[src/rtl/axi_cnt_pkg.sv]
// axi_cnt_pkg: shared states, config word indices and control/status bit positions
package axi_cnt_pkg;
    typedef enum logic [2:0] {IDLE, SEND, RESP, GAP, DONE} state_e;
    localparam int CFG_CTRL   = 0;
    localparam int CFG_BASE   = 1;
    localparam int CFG_START  = 2;
    localparam int CFG_COUNT  = 3;
    localparam int CFG_STEP   = 4;
    localparam int CFG_GAP    = 5;
    localparam int CTRL_START = 0;
    localparam int CTRL_ABORT = 1;
    localparam int ST_BUSY    = 0;
    localparam int ST_DONE    = 1;
    localparam int ST_ERR     = 2;
endpackage

[src/rtl/axi_cnt_master_if.sv]
// axi_cnt_master_if: AXI-Lite write-only channel bundle (AW, W, B)
interface axi_cnt_master_if #(
    parameter int ADDR_WIDTH = 32,
    parameter int DATA_WIDTH = 32
);
    logic [ADDR_WIDTH-1:0] awaddr_o;
    logic                  awvalid_o;
    logic                  awready_i;
    logic [DATA_WIDTH-1:0] wdata_o;
    logic [3:0]            wstrb_o;
    logic                  wvalid_o;
    logic                  wready_i;
    logic [1:0]            bresp_i;
    logic                  bvalid_i;
    logic                  bready_o;
    modport master (
        output awaddr_o, awvalid_o, wdata_o, wstrb_o, wvalid_o, bready_o,
        input  awready_i, wready_i, bresp_i, bvalid_i
    );
    modport slave (
        input  awaddr_o, awvalid_o, wdata_o, wstrb_o, wvalid_o, bready_o,
        output awready_i, wready_i, bresp_i, bvalid_i
    );
endinterface

[src/rtl/axi_lite_wr_beat.sv]
// axi_lite_wr_beat: one AXI-Lite write beat with registered valids/ready; go loads the payload
module axi_lite_wr_beat #(
    parameter int ADDR_WIDTH = 32,
    parameter int DATA_WIDTH = 32
) (
    input  logic                  clk,
    input  logic                  areset,
    input  logic                  go,
    input  logic [ADDR_WIDTH-1:0] addr_i,
    input  logic [DATA_WIDTH-1:0] data_i,
    output logic                  aw_w_done_o,
    output logic                  b_done_o,
    output logic [1:0]            bresp_o,
    axi_cnt_master_if.master      bus
);
    logic                  awvalid_q, awvalid_d, wvalid_q, wvalid_d, bready_q, bready_d;
    logic [ADDR_WIDTH-1:0] awaddr_q, awaddr_d;
    logic [DATA_WIDTH-1:0] wdata_q, wdata_d;
    logic [3:0]            wstrb_q, wstrb_d;

    always_comb begin
        awvalid_d   = go | (awvalid_q & ~bus.awready_i);
        wvalid_d    = go | (wvalid_q & ~bus.wready_i);
        // last outstanding AW/W handshake completes this cycle
        aw_w_done_o = (awvalid_q | wvalid_q) & ~(awvalid_q & ~bus.awready_i) & ~(wvalid_q & ~bus.wready_i);
        b_done_o    = bready_q & bus.bvalid_i;
        bready_d    = aw_w_done_o | (bready_q & ~bus.bvalid_i);
        awaddr_d    = go ? addr_i : awaddr_q;
        wdata_d     = go ? data_i : wdata_q;
        wstrb_d     = go ? 4'hF : wstrb_q;
        bresp_o     = bus.bresp_i;
    end

    always_ff @(posedge clk) begin
        if (!areset) begin
            awvalid_q <= 1'b0;
            wvalid_q  <= 1'b0;
            bready_q  <= 1'b0;
            awaddr_q  <= '0;
            wdata_q   <= '0;
            wstrb_q   <= '0;
        end else begin
            awvalid_q <= awvalid_d;
            wvalid_q  <= wvalid_d;
            bready_q  <= bready_d;
            awaddr_q  <= awaddr_d;
            wdata_q   <= wdata_d;
            wstrb_q   <= wstrb_d;
        end
    end

    assign bus.awvalid_o = awvalid_q;
    assign bus.wvalid_o  = wvalid_q;
    assign bus.bready_o  = bready_q;
    assign bus.awaddr_o  = awaddr_q;
    assign bus.wdata_o   = wdata_q;
    assign bus.wstrb_o   = wstrb_q;
endmodule

[src/rtl/axi_cnt_master.sv]
// axi_cnt_master: writes N counting words over AXI-Lite; AXI_CNT_STOP_ON_ERR_EN ends a run on the first error response
module axi_cnt_master
    import axi_cnt_pkg::*;
#(
    parameter int DATA_WIDTH    = 32,
    parameter int ADDR_WIDTH    = 32,
    parameter int BRAM_QUANTITY = 6
) (
    input  logic                  clk,
    input  logic                  areset,
    input  logic [DATA_WIDTH-1:0] cfg_i [BRAM_QUANTITY],
    output logic [2:0]            status_o,
    axi_cnt_master_if.master      bus
);
`ifdef AXI_CNT_STOP_ON_ERR_EN
    localparam bit STOP_ON_ERR = 1'b1;
`else
    localparam bit STOP_ON_ERR = 1'b0;
`endif
    state_e                state_q, state_d;
    logic                  start_hist_q;
    logic [DATA_WIDTH-1:0] base_q, base_d, count_q, count_d, step_q, step_d, gap_q, gap_d;
    logic [DATA_WIDTH-1:0] idx_q, idx_d, data_q, data_d, gap_cnt_q, gap_cnt_d;
    logic                  err_q, err_d, abort_q, abort_d;
    logic                  start_edge, abort_now, go, aw_w_done, b_done, unused_cfg;
    logic [1:0]            bresp;
    logic [ADDR_WIDTH-1:0] beat_addr;

    assign unused_cfg = ^cfg_i[CFG_CTRL][DATA_WIDTH-1:2];

    always_comb begin
        start_edge = cfg_i[CFG_CTRL][CTRL_START] & ~start_hist_q;
        abort_now  = cfg_i[CFG_CTRL][CTRL_ABORT];
        state_d    = state_q;
        base_d     = base_q;
        count_d    = count_q;
        step_d     = step_q;
        gap_d      = gap_q;
        idx_d      = idx_q;
        data_d     = data_q;
        gap_cnt_d  = gap_cnt_q;
        err_d      = err_q;
        abort_d    = abort_q;
        case (state_q)
            IDLE, DONE: if (start_edge) begin
                base_d  = cfg_i[CFG_BASE];
                count_d = cfg_i[CFG_COUNT];
                step_d  = cfg_i[CFG_STEP];
                gap_d   = cfg_i[CFG_GAP];
                idx_d   = '0;
                data_d  = cfg_i[CFG_START];
                err_d   = 1'b0;
                abort_d = 1'b0;
                state_d = (cfg_i[CFG_COUNT] == '0) ? DONE : SEND;
            end
            SEND: begin
                abort_d = abort_q | abort_now;
                state_d = aw_w_done ? RESP : SEND;
            end
            RESP: begin
                abort_d = abort_q | abort_now;
                if (b_done) begin
                    idx_d     = idx_q + DATA_WIDTH'(1);
                    data_d    = data_q + step_q;
                    err_d     = err_q | (bresp != 2'b00);
                    gap_cnt_d = gap_q;
                    state_d   = (idx_d == count_q || abort_d || (STOP_ON_ERR && bresp != 2'b00)) ? DONE :
                                (gap_q != '0) ? GAP : SEND;
                end
            end
            GAP: begin
                gap_cnt_d = gap_cnt_q - DATA_WIDTH'(1);
                state_d   = abort_now ? DONE : (gap_cnt_q == DATA_WIDTH'(1)) ? SEND : GAP;
            end
            default: state_d = IDLE;
        endcase
        // payload is loaded into the beat on every entry to SEND
        go        = (state_d == SEND) && (state_q != SEND);
        beat_addr = ADDR_WIDTH'(base_d) + (ADDR_WIDTH'(idx_d) << 2);
    end

    always_ff @(posedge clk) begin
        if (!areset) begin
            state_q      <= IDLE;
            start_hist_q <= 1'b0;
            base_q       <= '0;
            count_q      <= '0;
            step_q       <= '0;
            gap_q        <= '0;
            idx_q        <= '0;
            data_q       <= '0;
            gap_cnt_q    <= '0;
            err_q        <= 1'b0;
            abort_q      <= 1'b0;
        end else begin
            state_q      <= state_d;
            start_hist_q <= cfg_i[CFG_CTRL][CTRL_START];
            base_q       <= base_d;
            count_q      <= count_d;
            step_q       <= step_d;
            gap_q        <= gap_d;
            idx_q        <= idx_d;
            data_q       <= data_d;
            gap_cnt_q    <= gap_cnt_d;
            err_q        <= err_d;
            abort_q      <= abort_d;
        end
    end

    assign status_o[ST_BUSY] = state_q inside {SEND, RESP, GAP};
    assign status_o[ST_DONE] = state_q == DONE;
    assign status_o[ST_ERR]  = err_q;

    axi_lite_wr_beat #(
        .ADDR_WIDTH(ADDR_WIDTH),
        .DATA_WIDTH(DATA_WIDTH)
    ) u_beat (
        .clk         (clk),
        .areset      (areset),
        .go          (go),
        .addr_i      (beat_addr),
        .data_i      (data_d),
        .aw_w_done_o (aw_w_done),
        .b_done_o    (b_done),
        .bresp_o     (bresp),
        .bus         (bus)
    );
endmodule

[src/flat_wrapper.sv]
// flat-port wrapper written by rule: the top's interface ports become plain ports
module axi_cnt_master_flat import axi_cnt_pkg::*;
#(
    parameter int DATA_WIDTH    = 32,
    parameter int ADDR_WIDTH    = 32,
    parameter int BRAM_QUANTITY = 6
)
  (clk, areset, cfg_i, status_o, bus_awaddr_o, bus_awvalid_o, bus_wdata_o, bus_wstrb_o, bus_wvalid_o, bus_bready_o, bus_awready_i, bus_wready_i, bus_bresp_i, bus_bvalid_i);
  axi_cnt_master_if #(.ADDR_WIDTH(ADDR_WIDTH), .DATA_WIDTH(DATA_WIDTH)) bus_i ();
  input  logic clk;
  input  logic areset;
  input  logic [DATA_WIDTH-1:0] cfg_i[BRAM_QUANTITY];
  output logic [2:0] status_o;
  output wire logic [$bits(bus_i.awaddr_o)-1:0] bus_awaddr_o;
  output wire logic [$bits(bus_i.awvalid_o)-1:0] bus_awvalid_o;
  output wire logic [$bits(bus_i.wdata_o)-1:0] bus_wdata_o;
  output wire logic [$bits(bus_i.wstrb_o)-1:0] bus_wstrb_o;
  output wire logic [$bits(bus_i.wvalid_o)-1:0] bus_wvalid_o;
  output wire logic [$bits(bus_i.bready_o)-1:0] bus_bready_o;
  input wire logic [$bits(bus_i.awready_i)-1:0] bus_awready_i;
  input wire logic [$bits(bus_i.wready_i)-1:0] bus_wready_i;
  input wire logic [$bits(bus_i.bresp_i)-1:0] bus_bresp_i;
  input wire logic [$bits(bus_i.bvalid_i)-1:0] bus_bvalid_i;
  assign bus_awaddr_o = bus_i.awaddr_o;
  assign bus_awvalid_o = bus_i.awvalid_o;
  assign bus_wdata_o = bus_i.wdata_o;
  assign bus_wstrb_o = bus_i.wstrb_o;
  assign bus_wvalid_o = bus_i.wvalid_o;
  assign bus_bready_o = bus_i.bready_o;
  assign bus_i.awready_i = bus_awready_i;
  assign bus_i.wready_i = bus_wready_i;
  assign bus_i.bresp_i = bus_bresp_i;
  assign bus_i.bvalid_i = bus_bvalid_i;
  axi_cnt_master #(.DATA_WIDTH(DATA_WIDTH), .ADDR_WIDTH(ADDR_WIDTH), .BRAM_QUANTITY(BRAM_QUANTITY)) u_core (.clk(clk), .areset(areset), .cfg_i(cfg_i), .status_o(status_o), .bus(bus_i));
endmodule
[config.mk]
export PLATFORM = sky130hd
export DESIGN_NAME = axi_cnt_master_flat
export DESIGN_NICKNAME = d
export VERILOG_FILES = /design/src/rtl/axi_cnt_pkg.sv /design/src/rtl/axi_cnt_master_if.sv /design/src/rtl/axi_lite_wr_beat.sv /design/src/rtl/axi_cnt_master.sv /design/src/flat_wrapper.sv
export SDC_FILE = /design/constraint.sdc
export NUM_CORES = 1
export LEC_CHECK = 0
export CAP_MARGIN = 20
export CORE_MARGIN = 1
export CORE_UTILIZATION = 39
export DETAILED_ROUTE_END_ITERATION = 8
export MAX_ROUTING_LAYER = met4
export PLACE_DENSITY_LB_ADDON = 0.05
export REMOVE_ABC_BUFFERS = 1
export SYNTH_ARGS = -nofsm -noshare
export SYNTH_HDL_FRONTEND = slang
export SYNTH_HIERARCHICAL = 1
export SYNTH_SLANG_ARGS = --single-unit
[constraint.sdc]
create_clock -name clk -period 7.3 [get_ports clk]
set_input_delay 2.19 -clock clk [delete_from_list [all_inputs] [get_ports clk]]
set_output_delay 2.19 -clock clk [all_outputs]
set_load 0.02 [all_outputs]
* Word-level counts from Yosys, hierarchy flattened
Cells that the tools add are included.
** Cells by class
- Add/sub/neg operators :: 4
- Multiply operators :: 0
- Div/mod/pow operators :: 0
- $lt $le $gt $ge :: 0
- Equality and inequality tests :: 10
- Shift operators :: 0
- Multiplexer cells :: 23
- Bitwise gates (word level) :: 19
- Reductions and logical operators :: 16
** Operator list (count)
- $mux W32 :: 7
- $pmux W32 S2 :: 3
- $add A32 B32 Y32 :: 2
- $add A32 B1 Y32 const B :: 1
- $eq A32 B1 Y1 const B :: 1
- $eq A32 B32 Y1 :: 1
- $logic_not A32 Y1 :: 1
- $reduce_bool A32 Y1 :: 1
- $sub A32 B1 Y32 const B :: 1
- $mux W3 :: 5
- $pmux W3 S4 :: 1
- $reduce_bool A2 Y1 :: 4
- $and A1 B1 Y1 :: 7
- $eq A3 B1 Y1 const B :: 2
- $eq A3 B2 Y1 const B :: 2
- $mux W2 :: 3
- $not A1 Y1 :: 6
- $or A1 B1 Y1 :: 6
- $reduce_and A2 Y1 :: 3
- $ne A2 B1 Y1 const B :: 2
- $pmux W1 S2 :: 2
- $reduce_or A2 Y1 :: 2
- $eq A3 B3 Y1 const B :: 1
- $logic_not A3 Y1 :: 1
- 6 further kinds :: 7
** Word-level totals
- Register bits :: 298
- Bits in latches :: 0
- Memory bits (writable) :: 0
- Memory bits (read-only) :: 0
- Input port bits :: 199
- Output and inout bits :: 74
- Word-level logic and storage cells :: 90
- Memories kept :: 0

* Logic depth before layout (Yosys ltp)
- Depth in word-level cells :: 10
- Gate-level depth with buffers :: 22
- Gate-level depth less buffers :: 20

* Modules after synthesis
The synthesis kept the hierarchy.
** By module, submodules not included
- axi_cnt_master :: times used 1, cells an instance 1799, area an instance 13953.4 um2, sequential area each 4604.4 um2
- axi_lite_wr_beat :: times used 1, cells an instance 228, area an instance 2499.9 um2, sequential area each 1361.3 um2

* Worst setup path after synthesis
OpenSTA, ideal clock, no wires.
- Path kind :: input to register
- From :: input port bus_bvalid_i
- To :: register u_core.u_beat.awaddr_q[31], in the netlist u_core/u_beat/bus.awaddr_o[31]
- Setup time :: 114 ps
- Arrival :: 5679 ps
- Data required time :: 7186 ps
- Slack :: 1507 ps
- Stages :: 18
- Path buffers :: 3
- Path through :: and2_1 > nand2_1 > clkbuf_1 > clkbuf_1 > clkbuf_1 > o21ai_0 > ha_1 > a21oi_1 > o21bai_1 > a2111oi_0 > nor3_1 > a22o_1 > a311oi_1 > o31ai_1 > o41ai_1 > xnor2_1 > mux2i_1 > nor2_1
** On the way
- Elaborated cells between the ends (all ways) :: 8
- Those cells by class :: add/sub (1); eq/ne (1); mux (4); bitwise (1); reduce/logical (1)
** RTL lines
- start: declaration :: line flat_wrapper.sv:23 : input wire logic [$bits(bus_i.bvalid_i)-1:0] bus_bvalid_i;
- $and A1 B1 Y1 :: line axi_lite_wr_beat.sv:26 : b_done_o = bready_q & bus.bvalid_i;
- $mux W32 :: line axi_cnt_master.sv:62 : if (b_done) begin
- $pmux W32 S2 :: line axi_cnt_master.sv:44 : case (state_q)
- via u_core.idx_d[16] :: line axi_cnt_master.sv:23 : logic [DATA_WIDTH-1:0] idx_q, idx_d, data_q, data_d, gap_cnt_q, gap_cnt_d;
- $add A32 B32 Y32 :: line axi_cnt_master.sv:79 : beat_addr = ADDR_WIDTH'(base_d) + (ADDR_WIDTH'(idx_d) << 2);
- via u_core.beat_addr[31] :: line axi_cnt_master.sv:27 : logic [ADDR_WIDTH-1:0] beat_addr;
- end signal: assignment :: line axi_lite_wr_beat.sv:46 : awaddr_q <= awaddr_d;
- end: declaration :: line axi_lite_wr_beat.sv:17 : logic [ADDR_WIDTH-1:0] awaddr_q, awaddr_d;
The timed path passes the listed nets, and every way through them passes these cells. The select of a mux whose other input is x is not followed.
A chain may end at the register's enable or synchronous reset.

* Worst setup path in the final report
- From :: input port bus_bvalid_i
- To :: register u_core.u_beat.awaddr_q[31], in the netlist u_core/u_beat/bus.awaddr_o[31]
** On the way
- Elaborated cells between the ends (all ways) :: 8
- Those cells by class :: add/sub (1); eq/ne (1); mux (4); bitwise (1); reduce/logical (1)
** RTL lines
- $and A1 B1 Y1 :: line axi_lite_wr_beat.sv:26
- via u_core.b_done :: line axi_cnt_master.sv:25 : logic start_edge, abort_now, go, aw_w_done, b_done, unused_cfg;
- $mux W32 :: line axi_cnt_master.sv:62
- $pmux W32 S2 :: line axi_cnt_master.sv:44
- via u_core.idx_d[1] :: line axi_cnt_master.sv:23
- $add A32 B32 Y32 :: line axi_cnt_master.sv:79
- via u_core.beat_addr[31] :: line axi_cnt_master.sv:27
The timed path passes the listed nets, and every way through them passes these cells. The select of a mux whose other input is x is not followed.

==> results.toml <==
[run_status]
run_status = "complete, no violations"

[setup_path]
crit_chain = "clkdlybuf4s50_1 > and2_1 > nand2_4 > and3_1 > a21oi_1 > inv_1 > ha_1 > a211oi_1 > o21bai_1 > nor2_1 > o31a_1 > a31oi_1 > a311oi_1 > buf_4 > o31ai_1 > o41ai_1 > xnor2_1 > mux2i_1 > nor2_1"
crit_path_max_incr_delay_ps = 470
crit_startpoint = "bus_bvalid_i"
path_common_cell = "sky130_fd_sc_hd__nor2_1"
cp_arrival_ps = 6630
critical_path.slowest_cell = "sky130_fd_sc_hd__clkdlybuf4s50_1"
startpoint_type = "primary input"
timing.rr.start = "u_core/state_q[1]$_SDFF_PN0_"
endpoint_kind = "flip-flop"
critPathMaxFanout = 26
timing.reg2reg.worst_path_depth = 19
startpoint_to_endpoint_class_of_the_critical_path = "in -> reg"
critical_path_required_ps = 7710

[clock_tree]
numClockSinks = 298
cts-hold-fix-buffers = 0
clock_buffers_created_by_tritoncts = 37
cts_max_level = 2
tritoncts = "done"
clock_path_buffers = 3
post_cts_resized = 0
postCtsSetupBuffers = 0
clock_tree.root_cell = "sky130_fd_sc_hd__clkbuf_16"
clk_latency_ps = 550
clk_pin_slew_worst_paths_ps = 60

[global_routing]
groute.usage.overall = 0.2279
grt_max_degree = 182
grt_antenna_before_repair = 2
globalRoute.totalOverflow = 0
grt_pass1_vias = 14190
grt_pass1_wl_mm = 77.12

[min_path]
hold_path_startpoint = "u_core/err_q$_SDFFE_PN0P_"
hold_path_depth = 2
worstHoldPathType = "reg -> reg"

[power_and_ir_drop]
p_sw_frac = 0.2762
p_switching_w = 0.001263
cellInternalPower_w = 0.003309
ir_drop_mv = 0.1527
part_of_the_total_power_dissipated_in_the_clock_network = 0.420
p_comb_frac = 0.187
power.density_cell_area_nw_per_um2 = 223.7
total_power_w = 0.004572
seq_power_share = 0.393
power.leakage_nw = 7.999

[die]
die_h_um = 207.4
fp.dieW_um = 207.4
die_area_um2 = 43010
starting_utilization_of_the_core_area = 0.3993
io_pins = 273
core_area_um2 = 41200
core.rowCount = 74

[timing]
final_setup_viols = 0
fmax_mhz = 160.9
report.final.hold_viol_count = 0
worstMarginPinSlew_ps = 924.9
fin_crit_ps = 6216
post-route-period-util = 0.8516
fin_worst_skew_ps = 16.30
postLayoutSetupSlackWorst_ps = 1084
total_count_of_max_transition_violations_in_the_final_report = 0
unrepaired_setup_endpoints_after_global_routing = "no"
slew_headroom = 0.3834

[logic_synthesis]
ys.flop_type = "sky130_fd_sc_hd__dfxtp_1"
synthArstFlopShare = 0
synth_enable_flop_cells = 0
synthesis.yosys.warnings = 6
synth_sequential_area_ratio = 0.3626
avgSynthCellArea_um2 = 8.117
synth.lib_cells_used.distinct = 79
post_synth_instance_area_um2 = 16450
yosys_register_bits = 298
post_synth_inst_count = 2027

[cells_and_area]
syn_to_final_growth_pct = 24.21
final_nets = 2466
layout-drive-gt1-share = 0.05114
final.fill_count = 4055

[drt]
drc = 0
wire_per_inst_um = 17.46
postRouteAntennaNets = 0
vias = 14780
routed_wl_mm = 48.25
firstDrtPassIters = 5
via_per_inst = 5.350
drtIter0Drc = 892

[placed_design]
preCtsSetupSlack_ps = 527.9
place_hpwl_mm = 33.76
port_buffers = 242
gp_congestion = 0.8882

[flow_run]
drv.max_cap_violation_count = 0
through the flow:
stage	util	TNS, ps	hold slack [ps]	area, µm²	cells
floorplan	-	-1415420	446.2	15850	1901
global placement	0.4649	0	432.3	19150	2695
detailed placement	0.4649	0	439.6	19150	2695
CTS	0.4959	0	448.5	20430	2761
global route	0.4960	0	474.4	20440	2763
finish	0.4960	0	445.3	20440	2763
power groups by stage:
stage | Combinational, W | Sequential [W] | Clock, W
floorplan | 0.000510 | 0.00186 | 0
global placement | 0.000850 | 0.00183 | 0
detailed placement | 0.000857 | 0.00183 | 0
CTS | 0.000863 | 0.00180 | 0.00198
global route | 0.000941 | 0.00181 | 0.00204
finish | 0.000855 | 0.00180 | 0.00192
synthesized netlist by cell type (13+ instances only):
| cell type | instances | area (µm²) |
|---|---|---|
| sky130_fd_sc_hd__nand3_1 | 39 | 195.2 |
| sky130_fd_sc_hd__nor2_1 | 144 | 540.5 |
| sky130_fd_sc_hd__nor2b_1 | 22 | 137.6 |
| sky130_fd_sc_hd__o31ai_1 | 16 | 120.1 |
| sky130_fd_sc_hd__and3_1 | 13 | 81.33 |
| sky130_fd_sc_hd__xor2_1 | 26 | 227.7 |
| sky130_fd_sc_hd__xnor2_1 | 74 | 648.1 |
| sky130_fd_sc_hd__a211oi_1 | 15 | 112.6 |
| sky130_fd_sc_hd__a22oi_1 | 27 | 202.7 |
| sky130_fd_sc_hd__buf_2 | 13 | 65.06 |
| sky130_fd_sc_hd__ha_1 | 63 | 788.3 |
| sky130_fd_sc_hd__mux2i_1 | 69 | 690.7 |
| sky130_fd_sc_hd__nor4_1 | 24 | 150.1 |
| sky130_fd_sc_hd__dfxtp_1 | 298 | 5966 |
| sky130_fd_sc_hd__a31oi_1 | 14 | 87.58 |
| sky130_fd_sc_hd__o21bai_1 | 13 | 97.59 |
| sky130_fd_sc_hd__nor3_1 | 33 | 165.2 |
| sky130_fd_sc_hd__a21oi_1 | 90 | 450.4 |
| sky130_fd_sc_hd__nand4_1 | 17 | 106.4 |
| sky130_fd_sc_hd__a21o_1 | 21 | 157.7 |
| sky130_fd_sc_hd__inv_1 | 30 | 112.6 |
| sky130_fd_sc_hd__clkbuf_1 | 89 | 334.1 |
| sky130_fd_sc_hd__o211ai_1 | 16 | 120.1 |
| sky130_fd_sc_hd__nand2_1 | 373 | 1400 |
| sky130_fd_sc_hd__o21a_1 | 15 | 112.6 |
| sky130_fd_sc_hd__and2_1 | 98 | 613.1 |
| sky130_fd_sc_hd__a21boi_0 | 120 | 900.9 |
| sky130_fd_sc_hd__o21ai_0 | 105 | 525.5 |
placed cells by master (no fill, tap or decap), drive strengths merged, types with 22 or more instances in the layout:
cell type and n:
inv 31, nor3 36, nor2b 22, a21boi 121, xor2 26, o21ai 105
a22oi 27, ha 63, clkdlybuf4s50 241, and2 100, clkbuf 58, dfxtp 298
nor2 144, nand3 39, nand2 374, a21oi 90, mux2i 69, xnor2 74
nor4 28
layer usage:
| metal | global-route usage | up-vias | routed length, µm |
|---|---|---|---|
| met1 | 0.3035 | 6952 | 23420 |
| met2 | 0.3475 | 296 | 21120 |
| met3 | 0.04992 | 52 | 2883 |
| li1 | - | 7481 | - |
| met5 | - | - | 0 |
| met4 | 0.05893 | 0 | 825 |
cell type report:
cell class	instances	area (µm²)	share of cell area
Timing Repair Buffer	262	2599	0.1272
Clock inverter	8	118.9	0.005816
Inverter	30	112.6	0.005510
Tap cell	532	665.6	0.03257
Clock buffer	58	1157	0.05663
Antenna cell	2	5.005	0.0002449
Sequential cell	298	5966	0.2919
Multi-Input combinational cell	1573	9812	0.4801
sequential cells by signal, indices dropped and copies added (netlist names):
register	cells
u_core/base_q	32
u_core/count_q	32
u_core/data_q	32
u_core/gap_cnt_q	32
u_core/gap_q	32
u_core/idx_q	32
u_core/step_q	32
u_core/u_beat/bus.awaddr_o	32
u_core/u_beat/bus.wdata_o	32
u_core/state_q	3
u_core/abort_q	1
u_core/err_q	1
u_core/start_hist_q	1
u_core/u_beat/bus.awvalid_o	1
u_core/u_beat/bus.bready_o	1
u_core/u_beat/bus.wstrb_o	1
u_core/u_beat/bus.wvalid_o	1
worst paths after layout:
check                                                endpoint  slack [ps]
hold reg to reg                     u_core/err_q$_SDFFE_PN0P_         450
setup / recovery  u_core/u_beat/bus.awaddr_o[31]$_SDFFE_PN0P_        1080
hold / removal                      u_core/err_q$_SDFFE_PN0P_         450
setup reg to reg  u_core/u_beat/bus.awaddr_o[31]$_SDFFE_PN0P_        2260
worst max-delay path: cells and delay by family:
family / cells / cell delay (ps)
adders and majority gates: 1 / 290
buffers and inverters: 3 / 730
and+or+nand+nor: 5 / 1170
muxes: 1 / 150
xor gates and xnor gates: 1 / 130
AOI/OAI and AO/OA: 8 / 1950
logic make-up (layout without fill, tap and decap cells):
kind of cell	Yosys count	after routing	synth area share
AO/OA/AOI/OAI	518	518	0.2116
multiplexers	69	69	0.04198
other	0	2	0
XOR/XNOR	100	100	0.05323
buffers and inverters	156	358	0.04335
adder cells (fa/ha/maj)	65	65	0.05034
AND/OR/NAND/NOR	821	821	0.2369
flip-flops	298	298	0.3626
(Power assumes the default switching activity.)
